$ cat src/rtl/mux_scan_seq.sv
// Select driver and sample collector for a 16:1 multiplexer: steps sel through
// channels 0..15, dwells SETTLE+1 cycles on each, and packs the samples into word.
module mux_scan_seq #(
    parameter int SETTLE = 1
) (
    input  logic        clk,
    input  logic        rst_n,
    input  logic        start,
    input  logic        cont,
    input  logic        mux_y,
    output logic [3:0]  sel,
    output logic [15:0] word,
    output logic        busy,
    output logic        done,
    output logic        changed
);

    localparam logic [3:0] SETTLE_C = 4'(SETTLE);

    typedef enum logic {
        IDLE,
        DWELL
    } state_t;

    state_t      state, state_nxt;
    logic [3:0]  ch, ch_nxt;
    logic [3:0]  dcnt, dcnt_nxt;
    logic [14:0] shadow;
    logic [15:0] word_nxt;
    logic        busy_nxt;
    logic        done_nxt;
    logic        changed_nxt;
    logic        sample_edge;

    // ch is held at 0 whenever the sequencer is idle, so it drives sel directly.
    assign sel = ch;

    always_comb begin
        sample_edge = (state == DWELL) && (dcnt == SETTLE_C);
    end

    always_ff @(posedge clk or negedge rst_n) begin
        if (!rst_n) begin
            state   <= IDLE;
            ch      <= 4'd0;
            dcnt    <= 4'd0;
            word    <= 16'h0000;
            busy    <= 1'b0;
            done    <= 1'b0;
            changed <= 1'b0;
        end else begin
            state   <= state_nxt;
            ch      <= ch_nxt;
            dcnt    <= dcnt_nxt;
            word    <= word_nxt;
            busy    <= busy_nxt;
            done    <= done_nxt;
            changed <= changed_nxt;
        end
    end

    always_comb begin
        state_nxt   = state;
        ch_nxt      = ch;
        dcnt_nxt    = dcnt;
        word_nxt    = word;
        busy_nxt    = busy;
        done_nxt    = 1'b0;
        changed_nxt = 1'b0;
        case (state)
            IDLE: begin
                if (start) begin
                    state_nxt = DWELL;
                    ch_nxt    = 4'd0;
                    dcnt_nxt  = 4'd0;
                    busy_nxt  = 1'b1;
                end
            end
            DWELL: begin
                if (!sample_edge) begin
                    dcnt_nxt = dcnt + 4'd1;
                end else begin
                    dcnt_nxt = 4'd0;
                    // Channel 15 wraps ch to 0, which also parks sel at 0 for IDLE.
                    ch_nxt   = ch + 4'd1;
                    if (ch == 4'd15) begin
                        word_nxt    = {mux_y, shadow};
                        done_nxt    = 1'b1;
                        changed_nxt = ({mux_y, shadow} != word);
                        if (!cont) begin
                            state_nxt = IDLE;
                            busy_nxt  = 1'b0;
                        end
                    end
                end
            end
            default: begin
                state_nxt = IDLE;
                ch_nxt    = 4'd0;
                dcnt_nxt  = 4'd0;
                busy_nxt  = 1'b0;
            end
        endcase
    end

    // Partial word needs no reset: every bit is rewritten before word consumes it.
    always_ff @(posedge clk) begin
        if (sample_edge) begin
            for (int i = 0; i < 15; i++) begin
                if (ch == 4'(i)) begin
                    shadow[i] <= mux_y;
                end
            end
        end
    end

endmodule

$ cat config.mk
export PLATFORM = sky130hd
export DESIGN_NAME = mux_scan_seq
export DESIGN_NICKNAME = d
export VERILOG_FILES = /design/src/rtl/mux_scan_seq.sv
export SDC_FILE = /design/constraint.sdc
export NUM_CORES = 1
export LEC_CHECK = 0
export BUFFER_PORTS_ARGS = -buffer_cell sky130_fd_sc_hd__buf_4
export CORE_AREA = 2 2 72 74
export CTS_CLUSTER_DIAMETER = 30
export CTS_CLUSTER_SIZE = 10
export DETAILED_ROUTE_END_ITERATION = 16
export DIE_AREA = 0 0 74 76
export GPL_TIMING_DRIVEN = 0
export HOLD_SLACK_MARGIN = 0.08
export PLACE_DENSITY = 0.61
export REMOVE_ABC_BUFFERS = 1
export SYNTH_ARGS = -nofsm -noshare
export SYNTH_HDL_FRONTEND = slang
export SYNTH_SLANG_ARGS = --single-unit
$ cat constraint.sdc
create_clock -name clk -period 1.7 [get_ports clk]
set_input_delay 0.255 -clock clk [delete_from_list [all_inputs] [get_ports clk]]
set_output_delay 0.255 -clock clk [all_outputs]
set_load 0.03 [all_outputs]
Yosys cells after proc, flatten, opt, wreduce, memory -nomap -nowiden
Cells that the tools add are included.
{"block": "totals", "word_cells": 87, "reg_bits": 43, "input_bits": 5}
{"block": "classes", "mux": 21, "eq_ne": 21, "n_bitwise": 1, "n_reduce_logical": 20, "n_addsub": 2}
{"operator": "equality test 4 bit, second input constant", "count": 8}
{"operator": "AND reduction 2 bit", "count": 16}
{"operator": "equality test 4 x 3 -> 1 bit, second input constant", "count": 4}
{"operator": "!= test 16 bit", "count": 1}
{"operator": "one-hot mux 4 bit (2 select lines)", "count": 2}
{"operator": "2-to-1 mux 1 bit", "count": 14}
{"operator": "2-to-1 mux 4 bit", "count": 3}
{"operator": "adder 4 x 1 -> 4 bit, second input constant", "count": 2}
{"operator": "equality test 4 x 1 -> 1 bit, second input constant", "count": 2}
{"operator": "equality test 4 x 2 -> 1 bit, second input constant", "count": 2}
{"operator": "logical NOT 4 bit", "count": 1}
{"operator": "!= test 2 x 1 -> 1 bit, second input constant", "count": 2}
{"operator": "!= test 2 bit, second input constant", "count": 2}
{"operator": "one-hot mux 1 bit (2 select lines)", "count": 2}
{"operator": "AND reduction 4 bit", "count": 1}
{"operator": "AND reduction 3 bit", "count": 1}
{"operator": "logical AND 1 bit", "count": 1}
{"operator": "NOT 1 bit", "count": 1}

Logic depth before layout (Yosys ltp)
Gate-level depths: netlist of run 1.
{"block": "depth", "word_depth": 4, "depth_mapped": 7, "mapped_depth_nobuf": 6}

Least setup slack after synthesis of run 1
Ideal clock, no wire load.
{"block": "synth_timing", "path_kind": "reg-to-reg", "startpoint": "register ch[0] (netlist: sel[0])", "endpoint": "register word[10]", "synth_period_minus_slack_ns": 1.920, "setup_time_ns": 0.125, "setup_slack_ns": -0.220, "path_buffers": 1, "path_stages_with_launch": 6, "t_arrival_ns": 1.794, "cell_sequence": "dfrtp_1 > ha_1 > inv_1 > nor3_4 > buf_8 > mux2_4"}
{"block": "synth_via", "elab_chain_len": 2}
{"item": "start, declared", "line": "26", "text": "logic [3:0] ch, ch_nxt;"}
{"item": "start signal, assigned", "line": "53", "text": "ch <= ch_nxt;"}
{"item": "equality test 4 bit", "line": "86", "text": "if (ch == 4'd15) begin"}
{"item": "AND reduction 3 bit (no source line)"}
{"item": "end signal, assigned", "line": "55", "text": "word <= word_nxt;"}
{"item": "end, declared", "line": "12", "text": "output logic [15:0] word,"}
No other way between the ends.
A chain may end at the register's enable or synchronous reset.

Worst setup path after layout of run 1
{"block": "layout_timing", "startpoint": "register dcnt[1]", "endpoint": "register word[9]"}
{"block": "layout_via", "elab_chain_len": 3}
{"item": "start, declared", "line": "27", "text": "logic [3:0] dcnt, dcnt_nxt;"}
{"item": "start signal, assigned", "line": "54", "text": "dcnt <= dcnt_nxt;"}
{"item": "equality test 4 x 1 -> 1 bit", "line": "39", "text": "sample_edge = (state == DWELL) && (dcnt == SETTLE_C);"}
{"item": "logical AND 1 bit", "line": "39"}
{"item": "AND reduction 3 bit (no source line)"}
No other way between the ends.

==> results of run 1 <==
-- power by group through the flow --
| stage | Clock [mW] | Combinational (mW) | Sequential (mW) |
|---|---|---|---|
| final | 0.645 | 0.929 | 1.36 |
| after global placement | 0 | 0.722 | 1.38 |
| after floorplan | 0 | 0.388 | 1.49 |
| after global routing | 0.706 | 1.03 | 1.38 |
| after CTS | 0.670 | 0.900 | 1.34 |
| after detailed placement | 0 | 0.741 | 1.40 |
-- stage by stage --
| stage | hold WS [ps] | TNS (ps) |
|---|---|---|
| after detailed placement | 205.1 | -11630 |
| after global routing | 221.6 | -148.2 |
| after floorplan | -40.59 | -6117 |
| after global placement | 192.1 | -9922 |
| after CTS | 207.0 | 0 |
| final | 220.0 | 0 |
-- registers in the layout (all words and copies together), names as in the netlist --
signal / flops
dcnt: 4
word: 16
shadow: 15
busy: 1
changed: 1
sel: 4
done: 1
state: 1
-- worst max-delay path: stages, from the launching register on --
cell	delay, ps
dfrtp_1	390
inv_2	70
ha_4	130
nand4bb_4	150
nor3_4	230
buf_6	160
buf_16	120
mux2_4	290
-- layout make-up --
type / count / area (µm²) / area share
multi-input combinational: 98 / 832.0 / 0.3287
clock buffer: 7 / 86.33 / 0.03411
tap: 70 / 87.58 / 0.03460
inverter: 4 / 15.01 / 0.005932
clock inverter: 1 / 3.754 / 0.001483
timing repair buffer: 40 / 347.8 / 0.1374
sequential: 43 / 1159 / 0.4577
-- final timing paths --
kind                                 startpoint              endpoint  slack [ps]  cells after the start
max                         dcnt[1]$_DFFE_PN0P_   word[9]$_DFFE_PN0P_          40                      7
min                                        cont       state$_DFF_PN0_         220                      3
max reg2reg                 dcnt[1]$_DFFE_PN0P_   word[9]$_DFFE_PN0P_          40                      7
min reg2reg                shadow[13]$_DFFE_PP_  word[13]$_DFFE_PN0P_         540                      1
max in group asynchronous                 rst_n       state$_DFF_PN0_         980                      2
min in group asynchronous                 rst_n  word[11]$_DFFE_PN0P_         420                      2
-- cells in the final DEF, fill, tap and decap left out, types with 2 or more instances in the layout --
master / Yosys / routed
a21oi_1: 2 / 2
and2_1: 10 / 10
and3_1: 4 / 4
buf_4: 1 / 35
buf_6: 0 / 2
clkbuf_8: 0 / 6
dfrtp_1: 28 / 22
dfrtp_2: 0 / 6
edfxtp_1: 15 / 15
ha_1: 6 / 4
inv_1: 4 / 3
mux2_2: 8 / 8
mux2_4: 8 / 8
mux2i_1: 2 / 2
nand2_1: 7 / 7
nand3_1: 2 / 2
nand4_1: 3 / 3
nor2_1: 6 / 6
nor2b_1: 2 / 2
nor4_1: 4 / 4
o21ai_0: 7 / 7
xnor2_1: 8 / 8
xor2_1: 9 / 9
-- routing by layer --
| metal | part of all wire | vias to the layer above | GRT usage | routed length (µm) |
|---|---|---|---|---|
| met5 | 0 | - | 0 | 0 |
| met4 | 0.012 | 0 | 0.05636 | 47 |
| met3 | 0.042 | 6 | 0.04101 | 160 |
| met2 | 0.52 | 25 | 0.2473 | 1980 |
| met1 | 0.42 | 606 | 0.1816 | 1608 |
| li1 | - | 612 | - | - |
-- kinds of logic after synthesis --
logic type,Yosys count
muxes,18
and+or+nand+nor,44
buffers and inverters,8
DFF,43
xor gates and xnor gates,17
adders and majority gates,6
AOI/OAI and AO/OA,13
-- what timing repair did --
| action | CTS | global route |
|---|---|---|
| setup endpoints to repair | 26 | 23 |
| gates resized for setup | 6 | 9 |
| hold endpoints to repair | 28 | 0 |
| buffers inserted | 8 | 3 |
| hold buffers | 1 | 0 |
| pin swaps | 1 | 1 |
| cloned | 1 | 1 |
==> impl_metrics.ini, run 1 <==
[timing]
fin_crit_sh = 0.9779
rsz0062_at_grt = true
worstMarginPinSlew_ps = 375.2
period_needed_ps = 1662
slew_headroom = 0.7499
final_max_slew_viol_count = 0
worst_clock_skew_ps = 6.467
hold_viol_final = 0
layout_setup_ws_ps = 37.62
timing.fmax_mhz = 601.5
finalSetupViolCount = 0

[logic_synthesis]
synth_top_cell_area_share = 0.3496
synth_top_family_by_area = simple AND/OR/NAND/NOR gates
synth-adder-area-share = 0.03745
synth_ff_type = dfrtp_1
async_reset_ff_frac = 0.6512
yosysTopAreaCell = dfrtp_1
synth.most_common_cell = dfrtp_1
avgSynthCellArea_um2 = 13.45
synth_seq_area_share = 0.5743
synth_xor_area_frac = 0.07428
ys_top_cells_by_count = 28 x dfrtp_1, 15 x edfxtp_1, 10 x and2_1
synthTopCellsByArea = dfrtp_1 35%, edfxtp_1 22%, mux2_4 6.0%, mux2_2 4.5%, xor2_1 3.9%
syn-cell-area_um2 = 2004
synth_simple_gate_area_share = 0.1361
synth_edf_count = 15
synth_compound_area_frac = 0.03995
ys_ff_latch = 43
ys_types = 32
synth_cells = 149
synthMuxAreaShare = 0.1149
synth-warning-count = 0

[cts]
path_clk_slew_ps = 80
cts-buffers-inserted = 5
clock_sinks = 43
cts-htree-levels = 2
clk_path_buf_depth = 2
insertion_delay_ps = 290
cts-root-buf = clkbuf_8
cts_tree = done

[power_and_ir_drop]
switching_share = 0.3301
share_comb_of_total_power = 0.317
ir_drop_mv = 0.6651
p_seq_frac = 0.463
p_int_mw = 1.965
power.share.clock = 0.220
p_leak_nw = 1.133
power.total_mw = 2.933
powerDensity_nw_per_um2 = 1159
switchingPower_uw = 968.2

[critical_path]
crit_required_ps = 1870
path_class = flop to flop
crit_path_end_kind = flop
worstPathArrival_ps = 1830
crit_fanout = 5
start_kind = flop

[run_status]
status = finished clean

[routing]
drt_iter0_drc = 36
vias_per_cell = 4.749
vias = 1249
drc = 0
ant_nets = 0
drt-total-wl_mm = 3.797
drt_pass1_iterations = 4
routedWlPerCell_um = 14.44

[layout]
fin_util = 0.5153
layout-drive-gt1-share = 0.3834
stdcell_area_um2 = 2531
area_growth_pct = 26.28
fin_cells = 263
nets = 203
fill_cells = 432
n_antenna_cell = 0

[flow_run]
drv_cap = 0

[placed_design]
port_buffers = 27
post-place-ws_ps = -685.8
gp_congestion = 0.7646
place_area_um2 = 2263
placed_cells = 242
dpl.hpwl_mm = 2.550

[floorplanning]
core_um2 = 4912
fp.dieArea_um2 = 5624
initial_core_util = 0.4080
fp.dieW_um = 74
ios = 28
die_h_um = 76
rows = 26

[global_routing]
grt_usage = 0.1491
globalRouteOverflowTotal = 0
grt_start_max_net_pins = 29
grt_pass1_wl_mm = 6.334
antenna_found_initial = 0
grt_pass1_vias = 1311

[worst_hold_path]
hold_class = input port to flop
Power figures use the tool's default switching activity.
==> run 2, diff against run 1 <==
--- a/config.mk
+++ b/config.mk
@@ -5,12 +5,13 @@
 export SDC_FILE = /design/constraint.sdc
 export NUM_CORES = 1
 export LEC_CHECK = 0
+export ABC_AREA = 1
 export BUFFER_PORTS_ARGS = -buffer_cell sky130_fd_sc_hd__buf_4
-export CORE_AREA = 2 2 72 74
+export CORE_AREA = 2 2 74 76
 export CTS_CLUSTER_DIAMETER = 30
 export CTS_CLUSTER_SIZE = 10
 export DETAILED_ROUTE_END_ITERATION = 16
-export DIE_AREA = 0 0 74 76
+export DIE_AREA = 0 0 76 78
 export GPL_TIMING_DRIVEN = 0
 export HOLD_SLACK_MARGIN = 0.08
 export PLACE_DENSITY = 0.61
==> impl_metrics.ini, run 2 <==
[run_status]
status = finished clean

[routing]
routedWlPerCell_um = 10.32
drt-total-wl_mm = 3.571
vias = 1504
vias_per_cell = 4.347
drt_pass1_iterations = 4
drt_iter0_drc = 51
drc = 0
ant_nets = 0

[logic_synthesis]
avgSynthCellArea_um2 = 8.764
synth_simple_gate_area_share = 0.2127
synth_seq_area_share = 0.5405
synth_top_family_by_area = simple AND/OR/NAND/NOR gates
yosysTopAreaCell = dfrtp_1
synth_xor_area_frac = 0.01645
synth_cells = 243
synthTopCellsByArea = dfrtp_1 33%, edfxtp_1 21%, nand2_1 14%, inv_1 7.2%, o21ai_2 6.6%
ys_types = 21
async_reset_ff_frac = 0.6512
ys_ff_latch = 43
synth-adder-area-share = 0.03525
ys_top_cells_by_count = 78 x nand2_1, 41 x inv_1, 28 x dfrtp_1
synth.most_common_cell = nand2_1
synth_ff_type = dfrtp_1
syn-cell-area_um2 = 2130
synth_compound_area_frac = 0.1022
synth_top_cell_area_share = 0.3290
synth_edf_count = 15
synth-warning-count = 0
synthMuxAreaShare = 0

[layout]
seq_area_um2 = 1151
reg_top3 = word (16), shadow (15)
layout-drive-gt1-share = 0.2138
multiInputGateArea_um2 = 794.5
largest-register = word
n_antenna_cell = 0
area_growth_pct = 17.39
nets = 286
largest_reg_flops = 16
mostFrequentLayoutCells = 78 x nand2_1, 41 x inv_1, 28 x dfrtp_1, 27 x nor2_1, 27 x buf_4
fill_cells = 497
final_common_cell = nand2_1

[critical_path]
regToRegSetupSlack_ps = 120
crit_path_top_delay_cell = dfrtp_1
r2r_end = shadow[4]$_DFFE_PP_
worstPathArrival_ps = 1570
critPathBufInv = 2
cp_slowest_stage_delay_ps = 400
start_kind = flop
crit_fanout = 6
path_cells = inv_1 -> ha_1 -> nand2_2 -> nor2_2 -> nand2_2 -> inv_4 -> nand2_1 -> nor2_1
cp.depth = 8
r2r_start = dcnt[1]$_DFFE_PN0P_
critPathTopFamily = simple AND/OR/NAND/NOR gates
crit_required_ps = 1700
r2r_cells = 8
path_class = flop to flop
cp_common_cell = nand2_2
crit_path_end_kind = flop

[timing]
finalSetupViolCount = 0
whs_ps = 243.7
worst_clock_skew_ps = 4.905
slew_headroom = 0.7620
hold_viol_final = 0
worstMarginPinSlew_ps = 357.0
fin_crit_sh = 0.9268
final_max_slew_viol_count = 0
fin_setup_tns_ps = 0
rsz0062_at_grt = false
timing.fmax_mhz = 634.7
period_needed_ps = 1576

[placed_design]
port_buffers = 27
gp_congestion = 0.7489
dpl.hpwl_mm = 2.606

[floorplanning]
fp.dieW_um = 76
die_h_um = 78
core_um2 = 5042
fp.dieArea_um2 = 5928
initial_core_util = 0.4223
ios = 28
rows = 26

[global_routing]
grt_usage = 0.1339
grt_pass1_wl_mm = 6.327
grt_start_max_net_pins = 34
antenna_found_initial = 0
globalRouteOverflowTotal = 0
grt_pass1_vias = 1452

[power_and_ir_drop]
switching_share = 0.3553
powerDensity_nw_per_um2 = 1152
switchingPower_mw = 1.024
share_comb_of_total_power = 0.289
ir_drop_mv = 0.7962
power.share.clock = 0.225
p_int_mw = 1.857
p_leak_nw = 1.207
p_seq_frac = 0.486

[cts]
cts_tree = done
cts-root-buf = clkbuf_8
clk_path_buf_depth = 2
clock_sinks = 43
path_clk_slew_ps = 70
cts-htree-levels = 2
insertion_delay_ps = 290
cts-buffers-inserted = 5
post_cts_buffers = 0

[worst_hold_path]
whs_endpoint = state$_DFF_PN0_
hold_class = input port to flop
min_path_cells = 3
min_from = cont

[flow_run]
drv_cap = 0
## run 2: cell families (layout without fill, tap and decap cells)
| group | after synthesis | after routing |
|---|---|---|
| fa+ha+maj | 6 | 6 |
| simple gates | 114 | 114 |
| buf+inv | 46 | 79 |
| compound gates | 30 | 30 |
| flops | 43 | 43 |
| xor+xnor | 4 | 4 |
## run 2: power groups by stage
stage | logic (mW) | registers [mW] | clock network (mW)
final | 0.833 | 1.40 | 0.648
after global routing | 0.943 | 1.43 | 0.724
after CTS | 0.846 | 1.40 | 0.680
after global placement | 0.816 | 1.41 | 0
after floorplan | 0.424 | 1.56 | 0
after detailed placement | 0.838 | 1.42 | 0
## run 2: repair_timing
item / CTS / global route
gates resized for setup: 1 / 1
endpoints found under the setup margin: 2 / 2
hold endpoints to repair: 28 / 0
hold buffers: 1 / 0
## run 2: layout make-up
| class | instances | share of cell area |
|---|---|---|
| clock inverter | 1 | 0.001502 |
| sequential | 43 | 0.4605 |
| tap | 70 | 0.03504 |
| timing repair buffer | 28 | 0.08509 |
| multi-input combinational | 154 | 0.3178 |
| inverter | 43 | 0.06557 |
| clock buffer | 7 | 0.03453 |
## run 2: routing by layer
metal,vias to the layer above,global-route usage,share of wire
met5,-,0,0
li1,808,-,-
met2,25,0.2232,0.48
met4,0,0.05455,0.016
met3,7,0.03140,0.038
met1,664,0.1687,0.47
## run 2: through the flow
step / instance area (µm²) / utilization / power [mW] / cells / setup slack, ps
floorplan: 2096 / - / 1.982 / 240 / 128.9
global placement: 2386 / 0.4732 / 2.231 / 337 / 28.14
global route: 2500 / 0.4958 / 3.096 / 346 / 11.53
CTS: 2495 / 0.4948 / 2.928 / 346 / 90.38
finish: 2500 / 0.4958 / 2.881 / 346 / 124.4
detailed placement: 2386 / 0.4732 / 2.260 / 337 / 7.726
## run 2: worst max path at each step
stage / start / end / slack, ps
2_1_floorplan: sel[0]$_DFFE_PN0P_ / state$_DFF_PN0_ / 130
3_3_place_gp: dcnt[0]$_DFFE_PN0P_ / word[7]$_DFFE_PN0P_ / 30
3_5_place_dp: dcnt[0]$_DFFE_PN0P_ / word[7]$_DFFE_PN0P_ / 8
4_1_cts: dcnt[1]$_DFFE_PN0P_ / shadow[4]$_DFFE_PP_ / 90
5_1_grt: dcnt[1]$_DFFE_PN0P_ / shadow[4]$_DFFE_PP_ / 10
6_report: dcnt[1]$_DFFE_PN0P_ / shadow[4]$_DFFE_PP_ / 120
## run 2: tightest hold or removal path: cells and delay by family
kind / cells / cell delay (ps)
buffers and inverters: 2 / 160
AO/OA/AOI/OAI: 1 / 70
==> run 3, diff against run 2 <==
--- a/config.mk
+++ b/config.mk
@@ -7,15 +7,14 @@
 export LEC_CHECK = 0
 export ABC_AREA = 1
 export BUFFER_PORTS_ARGS = -buffer_cell sky130_fd_sc_hd__buf_4
-export CORE_AREA = 2 2 74 76
+export CORE_AREA = 2 2 69 71
 export CTS_CLUSTER_DIAMETER = 30
 export CTS_CLUSTER_SIZE = 10
 export DETAILED_ROUTE_END_ITERATION = 16
-export DIE_AREA = 0 0 76 78
+export DIE_AREA = 0 0 71 73
 export GPL_TIMING_DRIVEN = 0
 export HOLD_SLACK_MARGIN = 0.08
-export PLACE_DENSITY = 0.61
-export REMOVE_ABC_BUFFERS = 1
+export PLACE_DENSITY = 0.69
 export SYNTH_ARGS = -nofsm -noshare
 export SYNTH_HDL_FRONTEND = slang
 export SYNTH_SLANG_ARGS = --single-unit
==> impl_metrics.ini, run 3 (synthesis results as in run 2) <==
[floorplanning]
initial_core_util = 0.4695
die_h_um = 73
fp.dieArea_um2 = 5183
ios = 28
core_um2 = 4536
fp.dieW_um = 71
rows = 25

[layout]
fill_cells = 402
largest-register = word
nets = 289
n_antenna_cell = 0
mostFrequentLayoutCells = 78 x nand2_1, 41 x inv_1, 28 x dfrtp_1, 27 x nor2_1, 27 x buf_4
final_common_cell = nand2_1
fin_cells = 333
reg_top3 = word (16), shadow (15)
stdcell_area_um2 = 2494
largest_reg_flops = 16
area_growth_pct = 17.10
fin_util = 0.5498
layout-drive-gt1-share = 0.2294

[routing]
drt-total-wl_mm = 3.798
routedWlPerCell_um = 11.41
drc = 0
vias = 1592
drt_pass1_iterations = 4
ant_nets = 0
vias_per_cell = 4.781
drt_iter0_drc = 98

[critical_path]
worstPathArrival_ps = 1550
crit_path_end_kind = flop
start_kind = flop
regToRegSetupSlack_ps = 150
crit_fanout = 6
path_class = flop to flop
critPathLaunch = dcnt[1]$_DFFE_PN0P_
r2r_start = dcnt[1]$_DFFE_PN0P_
crit_required_ps = 1700

[timing]
worstMarginPinSlew_ps = 372.9
finalSetupViolCount = 0
timing.fmax_mhz = 647.2
slew_headroom = 0.7514
period_needed_ps = 1545
fin_crit_sh = 0.9089
final_max_slew_viol_count = 0
rsz0062_at_grt = true
fin_setup_tns_ps = 0
hold_viol_final = 0
worst_clock_skew_ps = 5.082
layout_setup_ws_ps = 154.9

[placed_design]
placed_cells = 324
port_buffers = 27
place_area_um2 = 2400
dpl.hpwl_mm = 2.783
gp_congestion = 0.8063
post-place-ws_ps = 140.5

[worst_hold_path]
min_from = cont
hold_class = input port to flop

[power_and_ir_drop]
ir_drop_mv = 0.8397
powerDensity_nw_per_um2 = 1146
p_leak_nw = 1.241

[cts]
clock_sinks = 43
cts_tree = done
path_clk_slew_ps = 80
cts-root-buf = clkbuf_8
clk_path_buf_depth = 2
insertion_delay_ps = 290
post_cts_buffers = 0
cts-htree-levels = 2
cts-buffers-inserted = 5

[flow_run]
drv_cap = 0

[global_routing]
antenna_found_initial = 0
grt_pass1_wl_mm = 6.596
grt_start_max_net_pins = 29
globalRouteOverflowTotal = 0
grt_usage = 0.1648
grt_pass1_vias = 1543

[logic_synthesis]
synthesis.nets = 254

[run_status]
status = finished clean
## run 3: cell types whose count changed in the layout (fill, tap and decap cells not counted), sizes merged
cell    delta
clkbuf     -2
buf        +3
clkinv     +2
## run 3: what timing repair did
action	in CTS	in global routing
hold endpoints to repair	28	0
endpoints found under the setup margin	0	6
hold buffers	1	0
gates resized for setup	0	0
## run 3: routing by layer
metal  GRT usage  wire (µm)  vias up  share of wire
met2      0.2804       1844       33           0.49
met4     0.05870         59        0          0.016
met5           0          0        -              0
met3     0.04282        170       10          0.045
met1      0.2041       1724      738           0.45
li1            -          -      811              -
## run 3: final timing paths
kind / end / depth (start not counted)
min reg2reg: word[7]$_DFFE_PN0P_ / 2
max in group asynchronous: word[11]$_DFFE_PN0P_ / 2
min: state$_DFF_PN0_ / 3
min in group asynchronous: word[1]$_DFFE_PN0P_ / 2
max: shadow[10]$_DFFE_PP_ / 8
max reg2reg: shadow[10]$_DFFE_PP_ / 8
## run 3: power by group
group,leakage [nW],switching (mW),internal (mW)
clock,0.0477,0.344,0.281
sequential,0.502,0.176,1.22
combinational,0.692,0.524,0.311
total,1.24,1.04,1.81
## run 3: per-stage QoR
stage	power, mW	hold WS (ps)
finish	2.857	249.3
global route	3.071	234.8
CTS	2.886	232.6
detailed placement	2.263	203.8
global placement	2.229	203.1
floorplan	1.982	-40.59
## run 3: critical path, stage by stage, from the launching register on
cell and delay (ps):
dfrtp_1 400, inv_1 80, ha_1 160, nand2_2 70
nor2_2 90, nand2_2 90, inv_4 100, nand2_1 130
nor2_1 140
## run 3: layout make-up
type                            instances  area, µm²  share of cell area
Sequential cell                        43       1151              0.4616
Multi-Input combinational cell        154      780.7              0.3131
Timing Repair Buffer                   28      212.7             0.08530
Inverter                               43      163.9             0.06573
Clock buffer                            5      68.82             0.02760
Tap cell                               54      67.56             0.02709
Buffer                                  3      33.78             0.01355
Clock inverter                          3      15.01            0.006021
